**config.mk**
```make
export PLATFORM = sky130hd
export DESIGN_NAME = char_motion_ctrl_flat
export DESIGN_NICKNAME = d
export VERILOG_FILES = /design/src/rtl/char_motion_if.sv /design/src/rtl/char_motion_ctrl.sv /design/src/flat_wrapper.sv
export SDC_FILE = /design/constraint.sdc
export NUM_CORES = 1
export LEC_CHECK = 0
export CORE_UTILIZATION = 50
export DETAILED_ROUTE_END_ITERATION = 12
export GPL_ROUTABILITY_DRIVEN = 0
export PLACE_DENSITY = 0.67
export SLEW_MARGIN = 20
export SYNTH_ARGS = -nofsm -noshare
export SYNTH_HDL_FRONTEND = slang
export SYNTH_SLANG_ARGS = --single-unit
export TNS_END_PERCENT = 5
```
**constraint.sdc**
```tcl
create_clock -name clk -period 7.1 [get_ports clk]
set_clock_uncertainty 0.1 [all_clocks]
set_input_delay 1.42 -clock clk [delete_from_list [all_inputs] [get_ports clk]]
set_output_delay 1.42 -clock clk [all_outputs]
set_load 0.03 [all_outputs]
```
**src/rtl/char_motion_if.sv**
```systemverilog
// Button, collision and sprite-position bundle between the game logic
// (master) and one character motion controller (slave).
interface char_motion_if #(
  parameter int JLW = 2
) ();
  logic           respawn;
  logic           freeze;
  logic           left;
  logic           right;
  logic           jump;
  logic           on_ground;
  logic           hit_ceiling;
  logic [9:0]     x;
  logic [9:0]     y;
  logic [6:0]     sprite_control;
  logic [1:0]     state_o;
  logic [JLW-1:0] jumps_left;

  modport master (
    output respawn, freeze, left, right, jump, on_ground, hit_ceiling,
    input  x, y, sprite_control, state_o, jumps_left
  );

  modport slave (
    input  respawn, freeze, left, right, jump, on_ground, hit_ceiling,
    output x, y, sprite_control, state_o, jumps_left
  );
endinterface

```
**src/rtl/char_motion_ctrl.sv**
```systemverilog
// Player movement controller: walking, multi-jump with decelerating ascent,
// accelerating fall, walk animation, freeze and respawn.
module char_motion_ctrl #(
  parameter int X_SPAWN     = 500,
  parameter int Y_SPAWN     = 600,
  parameter int CHAR_W      = 64,
  parameter int CHAR_H      = 100,
  parameter int SCREEN_W    = 1024,
  parameter int SCREEN_H    = 768,
  parameter int CW          = 20,
  parameter int WALK_DIV    = 425000,
  parameter int AIR_DIV     = 600000,
  parameter int JUMP_DIV0   = 200000,
  parameter int JUMP_DIVMAX = 800000,
  parameter int FALL_DIV0   = 800000,
  parameter int FALL_DIVMIN = 150000,
  parameter int DIV_STEP    = 20000,
  parameter int JUMP_HEIGHT = 200,
  parameter int APEX_SLOW   = 175,
  parameter int MAX_JUMPS   = 2,
  parameter int ANIM_FRAMES = 8,
  parameter int ANIM_STEP   = 8
) (
  input  logic          clk,
  input  logic          rst_n,
  char_motion_if.slave  bus
);

  localparam int JLW = $clog2(MAX_JUMPS + 1);

  localparam logic [9:0]    FLOOR_Y  = 10'(SCREEN_H - 2 - CHAR_H);
  localparam logic [9:0]    X_MAX    = 10'(SCREEN_W - CHAR_W);
  localparam logic [CW-1:0] WALK_M1  = CW'(WALK_DIV - 1);
  localparam logic [CW-1:0] AIR_M1   = CW'(AIR_DIV - 1);

  typedef enum logic [1:0] {
    IDLE = 2'b00,
    MOVE = 2'b01,
    FALL = 2'b10,
    JUMP = 2'b11
  } state_t;

  state_t         state_reg;
  logic [9:0]     x_reg;
  logic [9:0]     y_reg;
  logic [9:0]     y_start_reg;
  logic           facing_reg;
  logic [3:0]     frame_reg;
  logic [JLW-1:0] jumps_left_reg;
  logic [CW-1:0]  cx_reg;
  logic [CW-1:0]  cy_reg;
  logic [CW-1:0]  jdiv_reg;
  logic [CW-1:0]  fdiv_reg;
  logic           jump_q_reg;

  // Horizontal intent and divider selection (ground vs air speed).
  logic          dir_pos;
  logic          dir_neg;
  logic          moving;
  logic          grounded_state;
  logic [CW-1:0] h_div_m1;
  logic          h_step;

  assign dir_pos        = bus.right & ~bus.left;
  assign dir_neg        = bus.left & ~bus.right;
  assign moving         = dir_pos | dir_neg;
  assign grounded_state = ~state_reg[1];
  assign h_div_m1       = grounded_state ? WALK_M1 : AIR_M1;
  assign h_step         = moving && (cx_reg == h_div_m1);

  logic [CW-1:0] cx_next;
  logic [9:0]    x_next;
  logic [3:0]    frame_inc;
  logic [3:0]    frame_next;
  logic          facing_next;

  assign frame_inc = (frame_reg == 4'(ANIM_FRAMES - 1)) ? 4'd0 : frame_reg + 4'd1;

  // Horizontal divider, wall clamping, facing and animation frame.
  always_comb begin
    cx_next     = '0;
    x_next      = x_reg;
    frame_next  = frame_reg;
    facing_next = facing_reg;
    if (dir_pos) begin
      facing_next = 1'b1;
    end else if (dir_neg) begin
      facing_next = 1'b0;
    end
    if (moving) begin
      if (h_step) begin
        cx_next = '0;
        if (dir_pos && (x_reg < X_MAX)) begin
          x_next = x_reg + 10'd1;
        end else if (dir_neg && (x_reg != 10'd0)) begin
          x_next = x_reg - 10'd1;
        end
      end else begin
        cx_next = cx_reg + 1'b1;
      end
    end
    if (h_step && (!grounded_state || ((x_next % 10'(ANIM_STEP)) == 10'd0))) begin
      frame_next = frame_inc;
    end
  end

  // Vertical stepping helpers for the rise and fall phases.
  logic          jedge;
  logic          can_jump;
  logic          at_floor;
  logic          up_step;
  logic [9:0]    y_up;
  logic [10:0]   rise_up;
  logic [CW:0]   jdiv_sum;
  logic [CW-1:0] jdiv_inc;
  logic          dn_step;
  logic [9:0]    y_dn;
  logic [CW-1:0] fdiv_dec;

  assign jedge    = bus.jump & ~jump_q_reg;
  assign can_jump = jedge && (jumps_left_reg != '0);
  assign at_floor = (y_reg == FLOOR_Y);

  assign up_step  = (cy_reg == (jdiv_reg - 1'b1));
  assign y_up     = (up_step && (y_reg != 10'd0)) ? y_reg - 10'd1 : y_reg;
  assign rise_up  = {1'b0, y_start_reg} - {1'b0, y_up};
  assign jdiv_sum = {1'b0, jdiv_reg} + (CW+1)'(DIV_STEP);
  assign jdiv_inc = (jdiv_sum > (CW+1)'(JUMP_DIVMAX)) ? CW'(JUMP_DIVMAX) : jdiv_sum[CW-1:0];

  assign dn_step  = (cy_reg == (fdiv_reg - 1'b1));
  assign y_dn     = (dn_step && (y_reg < FLOOR_Y)) ? y_reg + 10'd1 : y_reg;
  assign fdiv_dec = (fdiv_reg > CW'(FALL_DIVMIN + DIV_STEP)) ? fdiv_reg - CW'(DIV_STEP)
                                                             : CW'(FALL_DIVMIN);

  // Movement FSM: reset/respawn, freeze, jump entry, then per-state update.
  always_ff @(posedge clk) begin
    if (!rst_n || bus.respawn) begin
      state_reg      <= IDLE;
      x_reg          <= 10'(X_SPAWN);
      y_reg          <= 10'(Y_SPAWN);
      y_start_reg    <= 10'(Y_SPAWN);
      facing_reg     <= 1'b1;
      frame_reg      <= 4'd0;
      jumps_left_reg <= JLW'(MAX_JUMPS);
      cx_reg         <= '0;
      cy_reg         <= '0;
      jdiv_reg       <= CW'(JUMP_DIV0);
      fdiv_reg       <= CW'(FALL_DIV0);
      jump_q_reg     <= 1'b0;
    end else begin
      jump_q_reg <= bus.jump;
      if (!bus.freeze) begin
        cx_reg     <= cx_next;
        x_reg      <= x_next;
        facing_reg <= facing_next;
        frame_reg  <= frame_next;
        if (can_jump) begin
          state_reg      <= JUMP;
          y_start_reg    <= y_reg;
          jumps_left_reg <= jumps_left_reg - 1'b1;
          cy_reg         <= '0;
          jdiv_reg       <= CW'(JUMP_DIV0);
        end else begin
          case (state_reg)
            IDLE, MOVE: begin
              if (!bus.on_ground && !at_floor) begin
                state_reg <= FALL;
                fdiv_reg  <= CW'(FALL_DIV0);
                cy_reg    <= '0;
              end else if (moving) begin
                state_reg <= MOVE;
              end else begin
                state_reg <= IDLE;
                frame_reg <= 4'd0;
              end
            end
            JUMP: begin
              y_reg <= y_up;
              if (up_step) begin
                cy_reg <= '0;
                if (rise_up >= 11'(APEX_SLOW)) begin
                  jdiv_reg <= jdiv_inc;
                end
              end else begin
                cy_reg <= cy_reg + 1'b1;
              end
              if ((rise_up >= 11'(JUMP_HEIGHT)) || bus.hit_ceiling || (y_up == 10'd0)) begin
                state_reg <= FALL;
                fdiv_reg  <= CW'(FALL_DIV0);
                cy_reg    <= '0;
              end
            end
            default: begin
              if (bus.on_ground || at_floor) begin
                jumps_left_reg <= JLW'(MAX_JUMPS);
                cy_reg         <= '0;
                if (moving) begin
                  state_reg <= MOVE;
                end else begin
                  state_reg <= IDLE;
                  frame_reg <= 4'd0;
                end
              end else begin
                y_reg <= y_dn;
                if (dn_step) begin
                  cy_reg   <= '0;
                  fdiv_reg <= fdiv_dec;
                end else begin
                  cy_reg <= cy_reg + 1'b1;
                end
              end
            end
          endcase
        end
      end
    end
  end

  assign bus.x              = x_reg;
  assign bus.y              = y_reg;
  assign bus.sprite_control = {facing_reg, state_reg[1], (state_reg == IDLE), frame_reg};
  assign bus.state_o        = state_reg;
  assign bus.jumps_left     = jumps_left_reg;

endmodule

```
**src/flat_wrapper.sv**
```systemverilog
// flat-port wrapper written by rule: the top's interface ports become plain ports
module char_motion_ctrl_flat 
#(
  parameter int X_SPAWN     = 500,
  parameter int Y_SPAWN     = 600,
  parameter int CHAR_W      = 64,
  parameter int CHAR_H      = 100,
  parameter int SCREEN_W    = 1024,
  parameter int SCREEN_H    = 768,
  parameter int CW          = 20,
  parameter int WALK_DIV    = 425000,
  parameter int AIR_DIV     = 600000,
  parameter int JUMP_DIV0   = 200000,
  parameter int JUMP_DIVMAX = 800000,
  parameter int FALL_DIV0   = 800000,
  parameter int FALL_DIVMIN = 150000,
  parameter int DIV_STEP    = 20000,
  parameter int JUMP_HEIGHT = 200,
  parameter int APEX_SLOW   = 175,
  parameter int MAX_JUMPS   = 2,
  parameter int ANIM_FRAMES = 8,
  parameter int ANIM_STEP   = 8
)
  (clk, rst_n, bus_respawn, bus_freeze, bus_left, bus_right, bus_jump, bus_on_ground, bus_hit_ceiling, bus_x, bus_y, bus_sprite_control, bus_state_o, bus_jumps_left);
  char_motion_if #(.JLW(2)) bus_i ();
  input  logic clk;
  input  logic rst_n;
  input wire logic [$bits(bus_i.respawn)-1:0] bus_respawn;
  input wire logic [$bits(bus_i.freeze)-1:0] bus_freeze;
  input wire logic [$bits(bus_i.left)-1:0] bus_left;
  input wire logic [$bits(bus_i.right)-1:0] bus_right;
  input wire logic [$bits(bus_i.jump)-1:0] bus_jump;
  input wire logic [$bits(bus_i.on_ground)-1:0] bus_on_ground;
  input wire logic [$bits(bus_i.hit_ceiling)-1:0] bus_hit_ceiling;
  output wire logic [$bits(bus_i.x)-1:0] bus_x;
  output wire logic [$bits(bus_i.y)-1:0] bus_y;
  output wire logic [$bits(bus_i.sprite_control)-1:0] bus_sprite_control;
  output wire logic [$bits(bus_i.state_o)-1:0] bus_state_o;
  output wire logic [$bits(bus_i.jumps_left)-1:0] bus_jumps_left;
  assign bus_i.respawn = bus_respawn;
  assign bus_i.freeze = bus_freeze;
  assign bus_i.left = bus_left;
  assign bus_i.right = bus_right;
  assign bus_i.jump = bus_jump;
  assign bus_i.on_ground = bus_on_ground;
  assign bus_i.hit_ceiling = bus_hit_ceiling;
  assign bus_x = bus_i.x;
  assign bus_y = bus_i.y;
  assign bus_sprite_control = bus_i.sprite_control;
  assign bus_state_o = bus_i.state_o;
  assign bus_jumps_left = bus_i.jumps_left;
  char_motion_ctrl #(.X_SPAWN(X_SPAWN), .Y_SPAWN(Y_SPAWN), .CHAR_W(CHAR_W), .CHAR_H(CHAR_H), .SCREEN_W(SCREEN_W), .SCREEN_H(SCREEN_H), .CW(CW), .WALK_DIV(WALK_DIV), .AIR_DIV(AIR_DIV), .JUMP_DIV0(JUMP_DIV0), .JUMP_DIVMAX(JUMP_DIVMAX), .FALL_DIV0(FALL_DIV0), .FALL_DIVMIN(FALL_DIVMIN), .DIV_STEP(DIV_STEP), .JUMP_HEIGHT(JUMP_HEIGHT), .APEX_SLOW(APEX_SLOW), .MAX_JUMPS(MAX_JUMPS), .ANIM_FRAMES(ANIM_FRAMES), .ANIM_STEP(ANIM_STEP)) u_core (.clk(clk), .rst_n(rst_n), .bus(bus_i));
endmodule
```
**Word-level counts from Yosys, hierarchy flattened**

Cells that the tools add are included.

- Flip-flop bits (word level): 120
- Bits of input ports: 9
- Word-level logic and storage cells: 145

- Add/sub/neg operators: 13
- $lt $le $gt $ge: 6
- Equal/unequal tests: 14
- Multiplexer cells: 47
- Bitwise operators: 10
- Reduce and logical (&&, ||, !) cells: 42

Operator list:

| cell | number |
|---|---|
| 2-to-1 mux 20 bit | 19 |
| case mux 20 bit (2 select lines) | 2 |
| equality test 20 bit | 3 |
| 2-to-1 mux 10 bit | 5 |
| adder 20 x 1 -> 20 bit (second input constant) | 2 |
| subtractor 20 x 1 -> 20 bit (second input constant) | 2 |
| 2-to-1 mux 4 bit | 6 |
| greater-or-equal comparator 11 x 8 -> 1 bit (second input constant) | 2 |
| adder 20 x 15 -> 21 bit (second input constant) | 1 |
| > comparator 21 x 20 -> 1 bit (second input constant) | 1 |
| adder 10 x 1 -> 10 bit (second input constant) | 2 |
| > comparator 20 x 18 -> 1 bit (second input constant) | 1 |
| zero test 10 bit | 2 |
| less-than comparator 10 bit (second input constant) | 2 |
| case mux 10 bit (2 select lines) | 1 |
| nonzero test 10 bit | 2 |
| subtractor 10 x 1 -> 10 bit (second input constant) | 2 |
| subtractor 20 x 15 -> 20 bit (second input constant) | 1 |
| nonzero test 2 bit | 8 |
| 2-to-1 mux 2 bit | 7 |
| subtractor 10 x 10 -> 11 bit | 1 |
| equality test 10 bit (second input constant) | 1 |
| logical AND 1 bit | 8 |
| case mux 4 bit (2 select lines) | 1 |
| 27 further kinds | 50 |

**Depth between registers and ports, before layout**

- Depth after elaboration: 15
- Depth in mapped cells: 30
- Mapped depth without buffers: 23

**Worst setup path after synthesis**

Ideal clock, no wire load.

- Path kind: reg2reg
- Start: register u_core.jdiv_reg[5]
- End: register u_core.jdiv_reg[15]
- Setup time: 0.070 ns
- Arrival: 5.895 ns
- Required time: 6.930 ns
- Slack: 1.034 ns
- Stages on the path, launching flop included: 27
- Buffers on the path: 4
- Clock period less this slack: 6.066 ns
- Path through: dfxtp_1 clkbuf_1 inv_1 ha_1 clkbuf_1 nor2b_1 or3_1 a31oi_1 and4_4 and3_1 buf_4 nand2_1 nor3_1 xnor2_1 ha_1 clkbuf_1 a21oi_1 nand2_1 or4b_2 nor4_1 nor4_2 xor2_1 nand3_1 o211a_2 o21a_1 or4_1 a21oi_1

- Longest elaborated chain between the ends: 8

Ends and longest elaborated chain:

| element | line | source |
|---|---|---|
| from (decl) | char_motion_ctrl.sv:52 | `logic [CW-1:0] jdiv_reg;` |
| from (signal assigned) | char_motion_ctrl.sv:147 | `jdiv_reg <= CW'(JUMP_DIV0);` |
| from (signal assigned) | char_motion_ctrl.sv:162 | `jdiv_reg <= CW'(JUMP_DIV0);` |
| from (signal assigned) | char_motion_ctrl.sv:182 | `jdiv_reg <= jdiv_inc;` |
| subtractor 20 x 1 -> 20 bit | char_motion_ctrl.sv:124 | `assign up_step = (cy_reg == (jdiv_reg - 1'b1));` |
| equality test 20 bit | char_motion_ctrl.sv:124 |  |
| logical AND 1 bit | char_motion_ctrl.sv:125 | `assign y_up = (up_step && (y_reg != 10'd0)) ? y_reg - 10'd1 : y_reg;` |
| 2-to-1 mux 10 bit | char_motion_ctrl.sv:125 |  |
| subtractor 10 x 10 -> 11 bit | char_motion_ctrl.sv:126 | `assign rise_up = {1'b0, y_start_reg} - {1'b0, y_up};` |
| greater-or-equal comparator 11 x 8 -> 1 bit | char_motion_ctrl.sv:181 | `if (rise_up >= 11'(APEX_SLOW)) begin` |
| nonzero test 2 bit (no source line) | -- |  |
| AND reduction 4 bit (no source line) | -- |  |

Parallel ways exist; a longest one is shown, timed or not. The select of a mux whose other input is x is not followed.
A chain may end at the register's enable or synchronous reset.

**Worst setup path in the final report**

- Start: register u_core.jdiv_reg[7]
- End: register u_core.fdiv_reg[9]

- Longest elaborated chain between the ends: 10

Ends and longest elaborated chain:

| element | line | source |
|---|---|---|
| subtractor 20 x 1 -> 20 bit (*) | char_motion_ctrl.sv:124 |  |
| equality test 20 bit (*) | char_motion_ctrl.sv:124 |  |
| logical AND 1 bit (*) | char_motion_ctrl.sv:125 |  |
| 2-to-1 mux 10 bit (*) | char_motion_ctrl.sv:125 |  |
| subtractor 10 x 10 -> 11 bit | char_motion_ctrl.sv:126 |  |
| greater-or-equal comparator 11 x 8 -> 1 bit | char_motion_ctrl.sv:187 | `if ((rise_up >= 11'(JUMP_HEIGHT)) \|\| bus.hit_ceiling \|\| (y_up == 10'd0)) begin` |
| logical OR 1 bit | char_motion_ctrl.sv:187 |  |
| logical OR 1 bit (*) | char_motion_ctrl.sv:187 |  |
| != test 2 x 1 -> 1 bit (no source line) (*) | -- |  |
| AND reduction 6 bit (no source line) (*) | -- |  |
| to (signal assigned) | char_motion_ctrl.sv:168 | `fdiv_reg <= CW'(FALL_DIV0);` |
| to (signal assigned) | char_motion_ctrl.sv:189 | `fdiv_reg <= CW'(FALL_DIV0);` |
| to (signal assigned) | char_motion_ctrl.sv:207 | `fdiv_reg <= fdiv_dec;` |
| to (decl) | char_motion_ctrl.sv:53 | `logic [CW-1:0] fdiv_reg;` |

Mark *: on every way between the ends. The rest lies on a longest branch, timed or not.

==> flow_summary.yaml <==
run_status:
  outcome: "finished, final reports clean"
job:
  max_cap_viol_count: 0
setup_path:
  slowest_delay_ns: 0.62
  path_cells: "or4_1, or3_1, a211oi_2, and4_4, and3_1, nand2_1, nor3_1, xnor2_1, ha_1, a21oi_1, nand2_1, or4b_2, nor4_1, nor4_2, xor2_1, nand4_2, o2111ai_4, nand2_2, or4b_1, a21oi_1"
  cp.required_ns: 7.30
  crit_type: "flop to flop"
  end_kind: "flop"
  crit_path_top_delay_cell: "or4b_2"
  cp-start-kind: "flop"
  crit_fanout: 17
  arrival_ns: 6.81
power_and_ir_drop:
  comb_power_share: 0.087
  pwr-share-seq: 0.499
  swShare: 0.276
  power_mw: 1.27
  p_leak_nw: 3.28
  power.density_mw_per_mm2: 135
  internal_power_mw: 0.916
  irDropWorstVdd_mv: 0.114
  clock_power_share: 0.414
  p_sw_mw: 0.350
global_route:
  track_usage: 0.271
  antenna_found_initial: 0
  grt_start_max_net_pins: 59
  grt_pass1_wl_um: 39700
  grt_overflow: 0
  grt_pass1_vias: 7864
synth:
  synth_cell_types: 78
  syn_nets: 1271
  synth_compound_area_frac: 0.246
  synthDominantCellAreaShare: 0.253
  yosys.area.top_type: "dfxtp_1"
  synth_fa_ha_area_frac: 0.0408
  yosys.area_share.simple: 0.312
  synth_area_leaders: "dfxtp_1, o21ai_0, nand2_1, nor2_1, a21oi_1"
  syn_avg_cell_area_um2: 7.12
  synth-async-reset-ratio: 0
  synth.cell_area_mm2: 0.00878
  synth_enable_flop_cells: 0
  synthFlopType: "dfxtp_1"
  synth_top_family_by_area: "simple AND/OR/NAND/NOR gates"
  syn_inst: 1234
  ys_ff_latch: 111
  synth_xor_area_frac: 0.0628
  muxShareOfSynthArea: 0.0141
  yosys_warnings: 0
  yosysSeqAreaShare: 0.253
clocking:
  htree_levels: 3
  post_cts_buffers: 0
  cts_tree: "built"
  path_clk_slew_ns: 0.08
  cts_buffers: 9
  insertion_delay_ns: 0.37
  cts_sinks: 111
  root_buffer: "clkbuf_16"
  clockBufferDepth: 2
sta:
  min_period_ns: 6.61
  hold_slack_ns: 0.359
  rsz0062_at_grt: "no"
  relSlewSlack: 0.323
  final-max-slew-violation-count: 0
  setup_viol: 0
  setup_slack_ns: 0.491
  hold_viol_final: 0
  worst_pin_slew_ns: 1.01
  finalCritPeriodShare: 0.931
  fmaxAchievable_mhz: 151
  setup_tns_ns: 0
route:
  drt_first_iter_violations: 716
  vias: 8903
  totalWireLength_um: 24300
  drt_first_pass_iters: 6
  routedWlPerCell_um: 17.2
  drcViolationCount: 0
  avgViaCountPerCell: 6.28
  ant_nets: 0
placed_design:
  io_buffer_count: 39
  hpwl_um: 17000
  dpl_worst_slack_ns: 0.607
  dp_cells: 1401
  place_area_mm2: 0.00909
floorplanning:
  core_region_area_mm2: 0.0172
  rows: 48
  die-area_mm2: 0.0181
  die_w_um: 135
  num_io_pins: 40
  start_util: 0.509
  die_h_um: 135
worst_hold_path:
  hp-class: "flop to flop"
layout:
  final_cells: 1417
  design_area_mm2: 0.00939
  drive_gt1_frac: 0.0520
  n_antenna_cell: 0
  fin_nets: 1224
  area_growth_pct: 6.88
  post-route-util: 0.544
[cells in the mapped netlist, types with 11 or more instances]
cell type,n
nor4_1,13
o211ai_1,14
inv_1,45
a21oi_1,85
nor2b_1,11
nand4_1,26
nand3b_1,19
or3_1,12
clkbuf_1,89
o21ai_0,92
and3_1,35
a31oi_1,38
xor2_1,23
nor2_1,116
nand3_1,62
nand2_1,121
nand2b_1,11
dfxtp_1,111
and2_1,14
xnor2_1,40
ha_1,27
nor3_1,40
[critical path, delay by kind of cell, from the launching register on]
family | cells | cell delay [ns]
simple gates | 13 | 4.13
compound gates | 4 | 1.11
xor+xnor | 2 | 0.34
fa+ha+maj | 1 | 0.38
flops | 1 | 0.47
[what timing repair did]
item / 4_1_cts / 5_1_grt
setup endpoints to repair: 0 / 4
resized for setup: 0 / 1
hold buffers: 0 / 0
[placed cells by master, fill, tap and decap left out, types with 7 or more instances in the layout]
cell type	netlist	final
nor2_1	116	115
ha_1	27	27
xor2_1	23	23
o21ai_0	92	92
xnor2_1	40	40
and3_1	35	35
or3_1	12	12
nor4_1	13	13
nand4_1	26	26
nand2_1	121	121
mux2i_1	9	9
and2_1	14	14
nor2b_1	11	10
clkdlybuf4s50_1	0	39
o211ai_1	14	14
a21oi_1	85	85
nor3b_1	10	10
buf_4	4	11
a211oi_1	7	7
a21o_1	8	8
o21a_1	10	10
nor3_1	40	40
nand2b_1	11	10
nand3b_1	19	19
inv_1	45	45
dfxtp_1	111	110
clkbuf_16	0	9
a31oi_1	38	38
nand3_1	62	62
o22ai_1	8	8
[metal layers]
| layer | share of wire | GRT usage | vias up |
|---|---|---|---|
| met4 | 0.022 | 0.0855 | 0 |
| met3 | 0.058 | 0.0420 | 44 |
| met1 | 0.46 | 0.366 | 4196 |
| met5 | 0 | 0 | - |
| met2 | 0.46 | 0.441 | 283 |
| li1 | - | - | 4380 |
[final timing paths]
path / start / end / slack, ns / cells after the start
max reg2reg: u_core.jdiv_reg[7] / u_core.fdiv_reg[9] / 0.49 / 20
min: u_core.fdiv_reg[5] / u_core.fdiv_reg[5] / 0.36 / 2
min reg2reg: u_core.fdiv_reg[5] / u_core.fdiv_reg[5] / 0.36 / 2
max: u_core.jdiv_reg[7] / u_core.fdiv_reg[9] / 0.49 / 20
[final cells by class]
type | instances | area (um2)
Clock buffer | 10 | 239
Clock inverter | 6 | 52.6
Fill cell | 1658 | 7850
Inverter | 45 | 169
Multi-Input combinational cell | 970 | 5950
Sequential cell | 111 | 2220
Tap cell | 225 | 282
Timing Repair Buffer | 50 | 473
[cell families (layout without fill, tap and decap cells)]
family	after synthesis	after routing
compound gates	337	337
xor+xnor	63	63
fa+ha+maj	28	28
buf+inv	153	111
flops	111	111
mux	12	12
simple gates	530	530
[power by group through the flow]
stage               clock network (mW)  registers [mW]  logic (mW)
detailed placement                   0           0.646       0.109
CTS                              0.536           0.631       0.109
finish                           0.524           0.631       0.110
global route                     0.555           0.632       0.122
floorplan                            0           0.645      0.0776
global placement                     0           0.645       0.108
Note: power is estimated with default switching activity, not from simulation.
